==> src/rtl/cdc_handshake_rx.sv <==
// Receive side of a 4-phase req/ack CDC transfer: captures the source-held word,
// presents it on valid/ready, and returns an ack level. Optional watchdog: CDC_HSK_RX_TIMEOUT_EN.
module cdc_handshake_rx #(
    parameter int unsigned DATA_W         = 8,
    parameter int unsigned TIMEOUT_CYCLES = 1024
) (
    input  logic              clock,
    input  logic              srst,
    input  logic              req_sync,
    input  logic [DATA_W-1:0] data_in,
    output logic              ack,
    output logic              out_valid,
    input  logic              out_ready,
    output logic [DATA_W-1:0] out_data,
    output logic              err
);

    typedef enum logic [1:0] {
        ST_IDLE  = 2'd0,
        ST_VALID = 2'd1,
        ST_ACK   = 2'd2
    } state_e;

    state_e            state_q, state_d;
    logic              armed_q, armed_d;
    logic              ack_q, ack_d;
    logic              out_valid_q, out_valid_d;
    logic [DATA_W-1:0] out_data_q, out_data_d;

    generate
        if (TIMEOUT_CYCLES < 2) begin : g_bad_timeout
            $error("TIMEOUT_CYCLES must be at least 2");
        end
    endgenerate

    // Handshake state and registered outputs
    always_ff @(posedge clock) begin
        if (srst) begin
            state_q     <= ST_IDLE;
            armed_q     <= 1'b0;
            ack_q       <= 1'b0;
            out_valid_q <= 1'b0;
            out_data_q  <= '0;
        end else begin
            state_q     <= state_d;
            armed_q     <= armed_d;
            ack_q       <= ack_d;
            out_valid_q <= out_valid_d;
            out_data_q  <= out_data_d;
        end
    end

    // Next-state and next-output logic; outputs are computed one cycle ahead
    // so that every port is driven straight from a flop.
    always_comb begin
        state_d     = state_q;
        armed_d     = armed_q;
        ack_d       = ack_q;
        out_valid_d = out_valid_q;
        out_data_d  = out_data_q;
        case (state_q)
            ST_IDLE: begin
                ack_d       = 1'b0;
                out_valid_d = 1'b0;
                if (!req_sync) begin
                    armed_d = 1'b1;
                end else if (armed_q) begin
                    out_data_d  = data_in;
                    out_valid_d = 1'b1;
                    state_d     = ST_VALID;
                end else begin
                    armed_d = armed_q;
                end
            end
            ST_VALID: begin
                // A request dropping here is a source violation; the word is still delivered.
                if (out_ready) begin
                    out_valid_d = 1'b0;
                    ack_d       = 1'b1;
                    state_d     = ST_ACK;
                end else begin
                    out_valid_d = 1'b1;
                end
            end
            ST_ACK: begin
                if (!req_sync) begin
                    ack_d   = 1'b0;
                    state_d = ST_IDLE;
                end else begin
                    ack_d = 1'b1;
                end
            end
            default: begin
                state_d     = ST_IDLE;
                armed_d     = 1'b0;
                ack_d       = 1'b0;
                out_valid_d = 1'b0;
                out_data_d  = '0;
            end
        endcase
    end

    assign ack       = ack_q;
    assign out_valid = out_valid_q;
    assign out_data  = out_data_q;

`ifdef CDC_HSK_RX_TIMEOUT_EN
    localparam int unsigned       CNT_W   = $clog2(TIMEOUT_CYCLES);
    localparam logic [CNT_W-1:0]  CNT_MAX = CNT_W'(TIMEOUT_CYCLES - 1);
    localparam logic [CNT_W-1:0]  CNT_ONE = CNT_W'(1);

    logic [CNT_W-1:0] cnt_q, cnt_d;
    logic             err_q, err_d;

    // Watchdog counter and sticky error flag
    always_ff @(posedge clock) begin
        if (srst) begin
            cnt_q <= '0;
            err_q <= 1'b0;
        end else begin
            cnt_q <= cnt_d;
            err_q <= err_d;
        end
    end

    // Counter is held at zero outside ACK so it starts fresh on every entry, and saturates.
    always_comb begin
        cnt_d = '0;
        err_d = err_q;
        if (state_q == ST_ACK) begin
            if (cnt_q == CNT_MAX) begin
                cnt_d = cnt_q;
                if (req_sync) begin
                    err_d = 1'b1;
                end else begin
                    err_d = err_q;
                end
            end else begin
                cnt_d = cnt_q + CNT_ONE;
            end
        end else begin
            cnt_d = '0;
        end
    end

    assign err = err_q;
`else
    assign err = 1'b0;
`endif

endmodule

==> config.mk <==
export PLATFORM = sky130hd
export DESIGN_NAME = cdc_handshake_rx
export DESIGN_NICKNAME = d
export VERILOG_FILES = /design/src/rtl/cdc_handshake_rx.sv
export SDC_FILE = /design/constraint.sdc
export NUM_CORES = 1
export LEC_CHECK = 0
export CAP_MARGIN = 10
export CORE_MARGIN = 4
export CORE_UTILIZATION = 45
export CTS_BUF_LIST = sky130_fd_sc_hd__clkbuf_2
export DETAILED_ROUTE_END_ITERATION = 10
export PLACE_DENSITY = 0.78
export SKIP_CTS_REPAIR_TIMING = 1
export SLEW_MARGIN = 20
export SYNTH_ARGS = -nofsm -noshare
export SYNTH_HDL_FRONTEND = slang
export SYNTH_SLANG_ARGS = --single-unit
==> constraint.sdc <==
create_clock -name clock -period 2.05 [get_ports clock]
set_input_delay 0.205 -clock clock [delete_from_list [all_inputs] [get_ports clock]]
set_output_delay 0.205 -clock clock [all_outputs]
set_load 0.02 [all_outputs]
==> results.txt <==
layout cell share with drive strength beyond 1 = 20.6%
vias in the first global route = 650
drt via density = 5.68
Iter 0 DRT Violations = 15
GPL Wtd Cong = 0.771
fmax = 555 MHz
Post-synth EDFFs = 0
first-pass GRT wire length = 2820 µm
dpl ws = 0.268 ns
FP Rows = 15
Simple-Gate Fraction of Synth Area = 13.4%
Area contributors post-synth = dfxtp_1 (31%), o41ai_2 (16%), ha_1 (9.0%)
cts bufs inserted = 3
yosys warns = 0
Power Density = 1260 nW/µm²
average size of a mapped cell = 10.8 µm²
crit end category = flip-flop
total track usage = 14.3%
Final Net Count = 116
height of the die = 51.0 µm
final worst-path cycle share = 87.8%
antenna violations before repair = 0
predominant post-synthesis flop cell = dfxtp_1
io pins = 23
Reg clk slew, reported paths = 0.13 ns
Async SR Flop Fraction = 0%
RSZ-0062 raised after global routing = no
post-synth top area share = 31.2%
xor/xnor cell area share of the yosys netlist = 0%
Final min period = 1.80 ns
total clock sinks = 13
Peak VDD IR = 776 µV
placed cell count = 118
Crit path required time = 2.24 ns
htree depth = 1
top-count cell post-synth = dfxtp_1
final hold vios = 0
FF+latch count, synth = 13
largest net degree at the start of global routing = 18
total gr overflow = 0
Syn Std Cell Area = 833 µm²
final wirelength = 1660 µm
residual DRC count = 0
leakage power = 0.414 nW
most frequent cells after synthesis = dfxtp_1 (13), nand3_1 (9), o41ai_2 (8)
Setup Skew = 0.00303 ns
Min-Delay Path Class = flip-flop to flip-flop
CTS tree = done
largest family of logic cells by synthesized area = compound AO/OA/AOI/OAI gates
Post-Synthesis Cells = 77
area of the die = 2600 µm²
IO Port Bufs = 21
Final Util = 60.7%
Slew Limit Fails = 0
ANT nets after route = 0
Die Span X = 51.0 µm
critical path type = flip-flop to flip-flop
routed len/inst = 13.6 µm
max_slew headroom = 61.7%
worst r2r path cells = 5
worst path arrival time = 1.99 ns
worst hold slack = 0.472 ns
sequential cell area = 260 µm²
WHS Path Cells = 2
fin area = 1060 µm²
total power = 1.34 mW
Critical Path Fanout Max = 16
TritonRoute pass-1 iters = 4
Starting Density = 47.7%
diode count = 0
Layout area overhead = 27.2%
Synth Area in Compound Gates = 34.1%
outcome = finished clean
fill count = 155
Worst-Margin Slew = 0.574 ns
CTS Buffer Depth = 2
area occupied by multi-input gates = 504 µm²
reg-to-reg startpoint = state_q[0]
Netlist cell types = 22
Post-Synth Adder-Cell Area = 9.01%
latest clock arrival within the worst-skew pair = 0.27 ns
post-route insts no fill = 122
routed via count = 693
CP Launch Type = flip-flop
largest area contributor in the netlist = dfxtp_1
Final WS setup = 0.250 ns
# setup viols final = 0
Hold Startpoint = ack
Root Buffer = clkbuf_2
Max Cap Violations = 0
crit path from = state_q[0]
Setup TNS = 0 ns
sequential fraction of the synthesis area = 31.2%
multiplexer area fraction after synthesis = 3.60%
Synth Net Count = 95
HPWL after detailed placement = 1230 µm
Area after DPL = 1040 µm²
core box area = 1750 µm²
## cell usage in the layout, fill, tap and decap left out, types with 4 or more instances in the layout
master and n:
o41ai_2 8, nand2_1 6, a21oi_1 5, nand3_1 9
ha_1 6, clkdlybuf4s50_1 21, o311ai_1 6, clkbuf_2 4
dfxtp_1 13
## layer usage
| metal | up-vias | part of all wire (%) | track usage (%) |
|---|---|---|---|
| met3 | 6 | 8.3 | 3.79 |
| met2 | 33 | 45 | 22.5 |
| met5 | - | 0 | 0 |
| met4 | 0 | 3.9 | 8.52 |
| li1 | 336 | - | - |
| met1 | 318 | 43 | 17.3 |
## flip-flops by register name, indices dropped and copies added, names as in the netlist
register   flops
out_data       8
state_q        2
ack            1
armed_q        1
out_valid      1
## critical path: stages (launching register included)
cell,delay [ns]
dfxtp_1,0.37
inv_1,0.14
ha_1,0.38
nor2b_4,0.55
o311ai_1,0.19
o41ai_2,0.08
## logic make-up after synthesis
logic type	after synthesis
multiplexers	3
other	1
AO/OA/AOI/OAI	23
AND/OR/NAND/NOR	20
adder cells (fa/ha/maj)	6
buffers and inverters	11
flip-flops	13
## power breakdown
group	switching, mW	internal, mW	total, mW
combinational	0.498	0.326	0.824
sequential	0.0514	0.326	0.377
clock	0.0871	0.0517	0.139
total	0.636	0.703	1.34
## path summary, 6_finish.rpt
path	endpoint	slack (ns)
setup / recovery	out_data[2]	0.25
hold / removal	ack	0.47
setup reg to reg	out_data[2]	0.25
hold reg to reg	ack	0.47
## area by class of cell
class                           instances  share of cell area (%)
Tap cell                               25                    2.95
Timing Repair Buffer                   24                    22.0
Multi-Input combinational cell         53                    47.6
Clock buffer                            4                    1.89
Inverter                                3                    1.06
Sequential cell                        13                    24.6
No activity file was read; power rests on OpenSTA's default activity.
